### config.mk
export PLATFORM = sky130hd
export DESIGN_NAME = bus_uart
export DESIGN_NICKNAME = d
export VERILOG_FILES = /design/src/rtl/bus_uart.sv
export SDC_FILE = /design/constraint.sdc
export NUM_CORES = 1
export LEC_CHECK = 0
export ABC_AREA = 0
export CORE_MARGIN = 4
export CORE_UTILIZATION = 50
export DETAILED_ROUTE_END_ITERATION = 16
export GPL_ROUTABILITY_DRIVEN = 0
export PLACE_DENSITY = 0.72
export SLEW_MARGIN = 25
export SYNTH_ARGS = -nofsm -noshare
export SYNTH_HDL_FRONTEND = slang
export SYNTH_SLANG_ARGS = --single-unit
### constraint.sdc
create_clock -name clk -period 6.7 [get_ports clk]
set_input_delay 1.005 -clock clk [delete_from_list [all_inputs] [get_ports clk]]
set_output_delay 1.005 -clock clk [all_outputs]
set_load 0.01 [all_outputs]
### src/rtl/bus_uart.sv
// bus_uart: memory-mapped 8N1 UART bus responder with a TX FIFO and a single-byte RX holding register.
// bus_done has variable latency: a DATA write to a full TX FIFO is held in WAIT_TX until a slot frees.
module bus_uart #(
    parameter int CLK_DIV       = 434,
    parameter int TX_FIFO_DEPTH = 16
) (
    input  logic        clk,
    input  logic        rst_n,
    input  logic [31:0] bus_addr,
    input  logic [31:0] bus_wdata,
    input  logic [3:0]  bus_wmask,
    input  logic        bus_ren,
    input  logic        bus_wen,
    output logic [31:0] bus_rdata,
    output logic        bus_done,
    output logic        uart_tx,
    input  logic        uart_rx,
    output logic        irq
);
    localparam int AW    = $clog2(TX_FIFO_DEPTH);
    localparam int PTR_W = AW + 1;

    typedef enum logic [1:0] {IDLE, RESP, WAIT_TX} bus_state_t;
    typedef enum logic [1:0] {RX_IDLE, RX_START, RX_DATA, RX_STOP} rx_state_t;

    bus_state_t       state;
    logic [15:0]      div_reg;
    logic [15:0]      period;
    logic [15:0]      half_m1;

    logic [7:0]       fifo_mem [TX_FIFO_DEPTH];
    logic [PTR_W-1:0] wr_ptr;
    logic [PTR_W-1:0] rd_ptr;
    logic             fifo_empty;
    logic             fifo_full;
    logic             fifo_push;
    logic             fifo_pop;

    logic             tx_busy;
    logic [3:0]       tx_bits;
    logic [15:0]      tx_cnt;
    logic [8:0]       tx_data;
    logic             tx_ready;
    logic             tx_idle;

    logic             rx_s1;
    logic             rx_s2;
    logic             rx_s3;
    rx_state_t        rx_state;
    logic [15:0]      rx_cnt;
    logic [2:0]       rx_bits;
    logic [7:0]       rx_shift;
    logic [7:0]       rx_byte;
    logic             rx_valid;
    logic             rx_overrun;
    logic             rx_stop_hit;

    logic [1:0]       sel;
    logic             req;
    logic             accept_slot;
    logic             data_push_req;
    logic             stall;
    logic             do_acc;
    logic             rd_clr;
    logic             ovr_clr;
    logic             div_we;
    logic [31:0]      rd_mux;
    logic             unused_bits;

    assign unused_bits = ^{bus_addr[31:4], bus_addr[1:0], bus_wdata[31:16], bus_wmask[3:2]};

    // The effective bit period never drops below 16 cycles.
    assign period  = (div_reg < 16'd16) ? 16'd16 : div_reg;
    assign half_m1 = {1'b0, period[15:1]} - 16'd1;

    assign fifo_empty = (wr_ptr == rd_ptr);
    assign fifo_full  = (wr_ptr[AW] != rd_ptr[AW]) && (wr_ptr[AW-1:0] == rd_ptr[AW-1:0]);

    assign sel           = bus_addr[3:2];
    assign req           = bus_ren | bus_wen;
    assign accept_slot   = (state != WAIT_TX) && req;
    assign data_push_req = bus_wen && (sel == 2'd0) && bus_wmask[0];
    assign stall         = accept_slot && data_push_req && fifo_full;
    assign do_acc        = accept_slot && !stall;
    assign fifo_push     = (do_acc && data_push_req) || ((state == WAIT_TX) && !fifo_full);
    assign rd_clr        = do_acc && !bus_wen && (sel == 2'd0);
    assign ovr_clr       = do_acc && bus_wen && (sel == 2'd1) && bus_wmask[0] && bus_wdata[3];
    assign div_we        = do_acc && bus_wen && (sel == 2'd2);

    assign tx_ready = !tx_busy || ((tx_cnt == 16'd0) && (tx_bits == 4'd0));
    assign fifo_pop = tx_ready && !fifo_empty;
    assign tx_idle  = fifo_empty && !tx_busy;

    assign rx_stop_hit = (rx_state == RX_STOP) && (rx_cnt == 16'd0);
    assign irq         = rx_valid;

    always_comb begin
        rd_mux = 32'd0;
        case (sel)
            2'd0:    rd_mux = {24'd0, rx_byte};
            2'd1:    rd_mux = {28'd0, rx_overrun, rx_valid, fifo_full, tx_idle};
            2'd2:    rd_mux = {16'd0, div_reg};
            default: rd_mux = 32'd0;
        endcase
    end

    always_ff @(posedge clk or negedge rst_n) begin
        if (!rst_n) begin
            state     <= IDLE;
            bus_done  <= 1'b0;
            bus_rdata <= 32'd0;
        end else begin
            bus_done  <= 1'b0;
            bus_rdata <= 32'd0;
            case (state)
                IDLE, RESP: begin
                    if (stall) begin
                        state <= WAIT_TX;
                    end else if (req) begin
                        state    <= RESP;
                        bus_done <= 1'b1;
                        if (!bus_wen) bus_rdata <= rd_mux;
                    end else begin
                        state <= IDLE;
                    end
                end
                WAIT_TX: begin
                    if (!fifo_full) begin
                        state    <= RESP;
                        bus_done <= 1'b1;
                    end
                end
                default: state <= IDLE;
            endcase
        end
    end

    always_ff @(posedge clk or negedge rst_n) begin
        if (!rst_n) begin
            div_reg <= 16'(CLK_DIV);
            wr_ptr  <= '0;
            rd_ptr  <= '0;
        end else begin
            if (div_we && bus_wmask[0]) div_reg[7:0]  <= bus_wdata[7:0];
            if (div_we && bus_wmask[1]) div_reg[15:8] <= bus_wdata[15:8];
            if (fifo_push) wr_ptr <= wr_ptr + PTR_W'(1);
            if (fifo_pop)  rd_ptr <= rd_ptr + PTR_W'(1);
        end
    end

    always_ff @(posedge clk) begin
        if (fifo_push) fifo_mem[wr_ptr[AW-1:0]] <= bus_wdata[7:0];
    end

    // TX: a pop at the end of a stop bit loads the next start bit with no idle gap.
    always_ff @(posedge clk or negedge rst_n) begin
        if (!rst_n) begin
            tx_busy <= 1'b0;
            tx_bits <= 4'd0;
            tx_cnt  <= 16'd0;
            uart_tx <= 1'b1;
        end else if (fifo_pop) begin
            tx_busy <= 1'b1;
            tx_bits <= 4'd9;
            tx_cnt  <= period - 16'd1;
            uart_tx <= 1'b0;
        end else if (tx_busy) begin
            if (tx_cnt != 16'd0) begin
                tx_cnt <= tx_cnt - 16'd1;
            end else if (tx_bits == 4'd0) begin
                tx_busy <= 1'b0;
            end else begin
                uart_tx <= tx_data[0];
                tx_bits <= tx_bits - 4'd1;
                tx_cnt  <= period - 16'd1;
            end
        end
    end

    always_ff @(posedge clk) begin
        if (fifo_pop)
            tx_data <= {1'b1, fifo_mem[rd_ptr[AW-1:0]]};
        else if (tx_busy && (tx_cnt == 16'd0) && (tx_bits != 4'd0))
            tx_data <= {1'b1, tx_data[8:1]};
    end

    // RX: synchronizer, start-bit qualification at half period, then centre sampling.
    always_ff @(posedge clk or negedge rst_n) begin
        if (!rst_n) begin
            rx_s1      <= 1'b1;
            rx_s2      <= 1'b1;
            rx_s3      <= 1'b1;
            rx_state   <= RX_IDLE;
            rx_cnt     <= 16'd0;
            rx_bits    <= 3'd0;
            rx_valid   <= 1'b0;
            rx_overrun <= 1'b0;
        end else begin
            rx_s1 <= uart_rx;
            rx_s2 <= rx_s1;
            rx_s3 <= rx_s2;
            case (rx_state)
                RX_IDLE: begin
                    if (rx_s3 && !rx_s2) begin
                        rx_state <= RX_START;
                        rx_cnt   <= half_m1;
                    end
                end
                RX_START: begin
                    if (rx_cnt != 16'd0) begin
                        rx_cnt <= rx_cnt - 16'd1;
                    end else if (rx_s2) begin
                        rx_state <= RX_IDLE;
                    end else begin
                        rx_state <= RX_DATA;
                        rx_cnt   <= period - 16'd1;
                        rx_bits  <= 3'd0;
                    end
                end
                RX_DATA: begin
                    if (rx_cnt != 16'd0) begin
                        rx_cnt <= rx_cnt - 16'd1;
                    end else begin
                        rx_cnt  <= period - 16'd1;
                        rx_bits <= rx_bits + 3'd1;
                        if (rx_bits == 3'd7) rx_state <= RX_STOP;
                    end
                end
                RX_STOP: begin
                    if (rx_cnt != 16'd0) rx_cnt <= rx_cnt - 16'd1;
                    else                 rx_state <= RX_IDLE;
                end
                default: rx_state <= RX_IDLE;
            endcase
            // Later assignments win: a new byte overrides a same-edge read clear.
            if (ovr_clr) rx_overrun <= 1'b0;
            if (rd_clr)  rx_valid   <= 1'b0;
            if (rx_stop_hit) begin
                rx_valid <= 1'b1;
                if (rx_valid) rx_overrun <= 1'b1;
            end
        end
    end

    always_ff @(posedge clk) begin
        if ((rx_state == RX_DATA) && (rx_cnt == 16'd0)) rx_shift <= {rx_s2, rx_shift[7:1]};
        if (rx_stop_hit) rx_byte <= rx_shift;
    end

endmodule

==> results of run 1 <==
[layer usage]
metal  wire [um]  share of wire  global-route usage  vias to the layer above
met3        1580          0.063              0.0297                       54
met4         828          0.033              0.0671                        0
li1            -              -                   -                     3413
met5           0              0                   0                        -
met2       11900           0.47               0.303                      267
met1       10900           0.43               0.280                     3674
[worst max-delay path, stage by stage, from the launching register on]
cell	delay (ns)
dfrtp_1	0.48
nor4_1	0.63
nand3_1	0.46
nand2_1	0.30
ha_1	0.24
or3b_1	0.46
a2111oi_0	0.49
xor2_1	0.24
a21oi_1	0.29
a211oi_1	0.07
a211o_1	0.30
[final cells by class]
cell class,instances,area share
tap,285,0.0274
multi-input combinational,582,0.332
timing repair buffer,48,0.0360
clock inverter,15,0.0142
clock buffer,33,0.0543
sequential,245,0.530
inverter,21,0.00605
[logic make-up (layout without fill, tap and decap cells)]
group,after synthesis,after routing,synth area share
adders and majority gates,18,18,0.0196
xor gates and xnor gates,38,38,0.0289
buffers and inverters,73,117,0.0293
other,1,16,0.000326
AOI/OAI and AO/OA,152,152,0.0899
and+or+nand+nor,287,287,0.124
muxes,71,71,0.107
DFF,245,245,0.600
[synthesized netlist by cell type (all sizes together), types with 5 or more instances]
cell and number:
nand3 26, a21oi 31, ha 18, mux4 40
mux2 19, o311ai 7, nor2 62, edfxtp 152
nand2b 9, and2 15, a32o 6, xor2 17
nor4 12, or3 13, mux2i 12, nand4 8
nand2 78, nor3 33, nor2b 7, buf 23
clkbuf 29, a31oi 8, or4 8, inv 20
o22ai 5, dfstp 9, o211ai 9, o21ai 36
xnor2 21, dfrtp 84
[path summary, 6_finish.rpt]
kind	slack, ns	depth (start not counted)	to	start
worst min register to register	0.36	0	rx_s2	rx_s1
worst min-delay path	0.36	1	tx_cnt[11]	rst_n
min in group clk	0.36	0	rx_s2	rx_s1
worst max register to register	2.61	10	rx_cnt[10]	div_reg[9]
max in group asynchronous	5.37	2	wr_ptr[3]	rst_n
worst max-delay path	2.61	10	rx_cnt[10]	div_reg[9]
[power groups by stage]
stage / Sequential [mW] / Clock, mW / Combinational (mW)
after floorplan: 1.94 / 0 / 1.11
after global placement: 2.03 / 0 / 1.38
after detailed placement: 2.04 / 0 / 1.41
after CTS: 2.01 / 1.51 / 1.41
after global routing: 2.05 / 1.58 / 1.55
final: 2.02 / 1.48 / 1.42
[stage by stage]
stage	worst slack, ns	utilization	area (um2)
2_1_floorplan	3.38	-	11600
3_3_place_gp	2.32	0.535	12100
3_5_place_dp	2.59	0.536	12100
4_1_cts	2.64	0.576	13000
5_1_grt	2.28	0.576	13000
6_report	2.61	0.576	13000
[layout by cell type (no fill, tap or decap), types with 26 or more instances in the layout]
cell type | netlist | layout
edfxtp_1 | 152 | 152
dfrtp_1 | 84 | 83
nand2_1 | 78 | 78
nor2_1 | 61 | 61
clkdlybuf4s50_1 | 0 | 42
mux4_2 | 40 | 40
o21ai_0 | 33 | 33
a21oi_1 | 31 | 31
nor3_1 | 33 | 30
clkbuf_16 | 0 | 27
nand3_1 | 26 | 26
==> metrics.cfg, run 1 <==
[run_status]
status=finished, final reports clean

[drt]
drc=0
viasPerCell=6.03
routedWlPerCell_um=20.5
first_pass_iters=5
ant_nets=0
initialDrtViolationCount=735
wl_um=25200
via_count=7408

[power]
p_sw_mw=1.61
vdd_ir_drop_max_mv=0.257
internal-power_mw=3.32
p_seq_frac=0.410
p_clk_frac=0.301
powerDensity_nw_per_um2=378
leakagePower_nw=4.72
pwr-share-comb=0.288
switching_share=0.327
fin_total_pwr_mw=4.92

[die]
die_area_um2=25500
core_um2=22600
rows=55
fp.dieW_um=160
io_pins=108
die_y_um=160
start_util=0.508

[synth]
syn_area_um2=11500
yosysUniqueCellTypes=73
synth-async-reset-ratio=0.380
synthCells=885
synth_edf_count=152
synthTopCellsByArea=edfxtp_1, dfrtp_1, mux4_2
ys_ff_latch=245
ys_warn_count=0
ys.flop_type=edfxtp_1
yosysSeqAreaShare=0.600
synth_top_area_cell=edfxtp_1
avgSynthCellArea_um2=13.0
synth_top_area_frac=0.397

[global_routing]
grt_pass1_wl_um=40000
grt_pass1_vias=7189
grt-ovfl-total=0
antenna_found_initial=0
grt_max_degree=76
groute.usage.overall=0.194

[setup_path]
cp_max_fo=10
crit_path_end_kind=register
crit_required_ns=7.12
path_class=register to register
start_kind=register
critPathArrivalTime_ns=4.51

[cts]
cts_setup_buffers=0
hold_buffers=0
worstSkewPairLatency_ns=0.53
cts_htree_levels=1
cts.clk_slew.worst_paths_ns=0.06
clock_sinks=245
max-clock-path-buffers=3
cts_made_buffers=26
cts_tree=built
cts-resized-gates=0
cts-root-buf=clkbuf_16

[timing]
final.setup.tns_ns=0
rsz0062_at_grt=false
max_clock_freq_ghz=0.244
finalCritPeriodShare=0.611
relSlewSlack=0.377
fin_crit_ns=4.09
slew_violations=0
finClkSkew_ns=0.0201
timing.hold.ws_ns=0.356
hold_viol_final=0
tightestPinTransition_ns=0.926
setup_viol=0

[layout]
stdcell_count=1229
multi_input_area_um2=4330
nets=1015
nFillCells=1755
drive_above_1_share=0.140
seqCellArea_um2=6900
largest_reg_flops=128
diodes=0
area_growth_pct=13.3

[placement]
dp.cells=1181
portBuffers=43
hpwl_um=17300

[min_path]
hp-class=input port to async pin

[flow_run]
drv_cap=0

No activity file was read; power rests on OpenSTA's default activity.
==> run 2, diff against run 1 <==
==> constraint.sdc (replaced) <==
create_clock -name clk -period 3.8 [get_ports clk]
set_input_delay 0.57 -clock clk [delete_from_list [all_inputs] [get_ports clk]]
set_output_delay 0.57 -clock clk [all_outputs]
set_load 0.01 [all_outputs]
==> run 2 against run 1 <==
Against the previous run: fmax rose by 19%; non-clock buffer count rose by 32; global-route usage rose by 1.8 points; critical path depth did not move; register-to-register slack got worse by 2.2 ns; die area did not move; critical endpoint unchanged.
==> metrics.cfg, run 2 (synthesis gave the netlist of run 1 again) <==
[die]
fp.dieW_um=160  ; unchanged
rows=55  ; unchanged
die_area_um2=25500  ; unchanged
start_util=0.508  ; unchanged
core_um2=22600  ; unchanged
io_pins=108  ; unchanged
die_y_um=160  ; unchanged

[power]
vdd_ir_drop_max_mv=0.493  ; +92%
leakagePower_nw=4.81  ; +1.8%
p_sw_mw=2.85  ; +78%
internal-power_mw=5.57  ; +68%
powerDensity_nw_per_um2=642  ; +70%
p_seq_frac=0.420  ; +0.010
switching_share=0.339  ; +0.0124
pwr-share-comb=0.309  ; +0.021
p_clk_frac=0.271  ; -0.030

[layout]
largest_reg_flops=128  ; unchanged
finalInstanceArea_um2=13100  ; +0.66%
drive_above_1_share=0.162  ; +0.0226
area_growth_pct=14.1
layout_commonest_cell=edfxtp_1
fin_util=0.579  ; +0.00381
nets=1046  ; +3.1%
layout_common_cells=edfxtp_1, dfrtp_1, nand2_1
diodes=0  ; unchanged

[setup_path]
reg2reg_to=rx_cnt[10]
start_kind=register
crit_required_ns=4.20  ; -2.92 ns
critPathArrivalTime_ns=3.83  ; -0.68 ns
r2r_cells=10  ; unchanged
r2r-start=div_reg[7]
crit_path_start=div_reg[7]
r2r_slack_ns=0.37  ; -2.24 ns
crit_path_end_kind=register
path_class=register to register
cp_max_fo=11  ; +1

[drt]
viasPerCell=6.05  ; +0.42%
wl_um=27000  ; +7.4%
wl_met3_um=1580  ; +0.32%
top_layer=met5
routedWlPerCell_um=21.5  ; +4.9%
wl_met2_um=13000  ; +9.9%
initialDrtViolationCount=805  ; +9.5%
wl_met1_um=11500  ; +5.6%
ant_nets=0  ; unchanged
first_pass_iters=5  ; unchanged
via_count=7615  ; +2.8%
drc=0  ; unchanged

[cts]
clock_sinks=245  ; unchanged
cts_setup_buffers=0  ; unchanged
max-clock-path-buffers=3  ; unchanged
cts_made_buffers=25  ; -3.8%
worstSkewPairLatency_ns=0.52  ; about the same
cts_tree=built
cts.clk_slew.worst_paths_ns=0.06  ; about the same
cts_htree_levels=1  ; unchanged
cts-root-buf=clkbuf_16

[global_routing]
antenna_found_initial=1  ; +1
grt_pass1_vias=7601  ; +5.7%
groute.usage.overall=0.211  ; +0.0177
grt-ovfl-total=0  ; unchanged
grt_pass1_wl_um=43200  ; +7.9%
grt_max_degree=65  ; -14%

[placement]
place_area_um2=12400  ; +1.9%
portBuffers=43  ; unchanged
hpwl_um=18300  ; +6.0%

[flow_run]
drv_cap=0  ; unchanged

[timing]
hold_viol_final=0  ; unchanged
tightestPinTransition_ns=0.909  ; -0.0172 ns
finClkSkew_ns=0.0197  ; -0.000446 ns
finalCritPeriodShare=0.903  ; +0.292
max_clock_freq_ghz=0.292  ; +19%
rsz0062_at_grt=false
relSlewSlack=0.394  ; +0.0171
setup_viol=0  ; unchanged
fin_crit_ns=3.43  ; -0.662 ns
slew_violations=0  ; unchanged
final.setup.tns_ns=0  ; unchanged

[min_path]
hp-class=input port to async pin

[run_status]
status=finished, final reports clean

==> run 2: cell count changes in the layout (fill, tap and decap cells not counted), moves of 2 or more <==
cell,previous run,this run
bufinv_16,4,1
clkinv_2,4,6
nor3_2,3,0
buf_4,5,38
clkbuf_16,27,25
clkbuf_1,5,7
nor3_1,30,33
==> run 2: metal layers <==
| metal | vias up | global-route usage |
|---|---|---|
| met5 | - | 0 |
| met4 | 2 | 0.0671 |
| met3 | 57 | 0.0315 |
| met2 | 284 | 0.345 |
| met1 | 3802 | 0.296 |
| li1 | 3470 | - |
==> run 2: worst max-delay path, stage by stage, from the launching register on <==
cell and delay, ns:
dfstp_2 0.43, nor4_1 0.43, nand3_1 0.26, nand2_1 0.21
ha_1 0.23, or3b_1 0.46, a2111oi_0 0.49, xor2_1 0.18
a21oi_1 0.24, a211oi_1 0.07, a211o_1 0.31
==> run 2: repair_timing <==
action                                  4_1_cts  5_1_grt
endpoints found under the setup margin        0        2
gates resized for setup                       0        1
hold buffers                                  0        0
==> run 2: final cells by class <==
type	instances	area (um2)
sequential	245	6900
timing repair buffer	80	706
fill	1757	9520
inverter	21	78.8
multi-input combinational	582	4320
tap	285	357
clock inverter	13	100
clock buffer	32	652
==> run 2: power by group through the flow <==
stage | Sequential (mW) | Combinational [mW] | Clock [mW]
final | 3.54 | 2.60 | 2.29
after global routing | 3.59 | 2.83 | 2.47
after floorplan | 3.42 | 1.96 | 0
after detailed placement | 3.57 | 2.56 | 0
after global placement | 3.56 | 2.51 | 0
after CTS | 3.53 | 2.58 | 2.33
==> run 2: stage by stage <==
step	power [mW]	worst slack (ns)	hold WS, ns	cells
final	8.42	0.370	0.163	1258
after global routing	8.88	0.0906	0.223	1258
after CTS	8.44	0.190	0.191	1258
after detailed placement	6.14	0.233	0.347	1213
after global placement	6.07	0.312	0.347	1213
after floorplan	5.38	0.481	0.274	900
==> run 2: worst max-delay path by stage <==
stage | end | slack (ns) | depth (start not counted)
4_1_cts | rx_cnt[10] | 0.19 | 10
2_1_floorplan | rx_cnt[10] | 0.48 | 11
6_report | rx_cnt[10] | 0.37 | 10
3_5_place_dp | rx_cnt[10] | 0.23 | 10
3_3_place_gp | rx_cnt[10] | 0.31 | 10
5_1_grt | rx_cnt[10] | 0.09 | 10
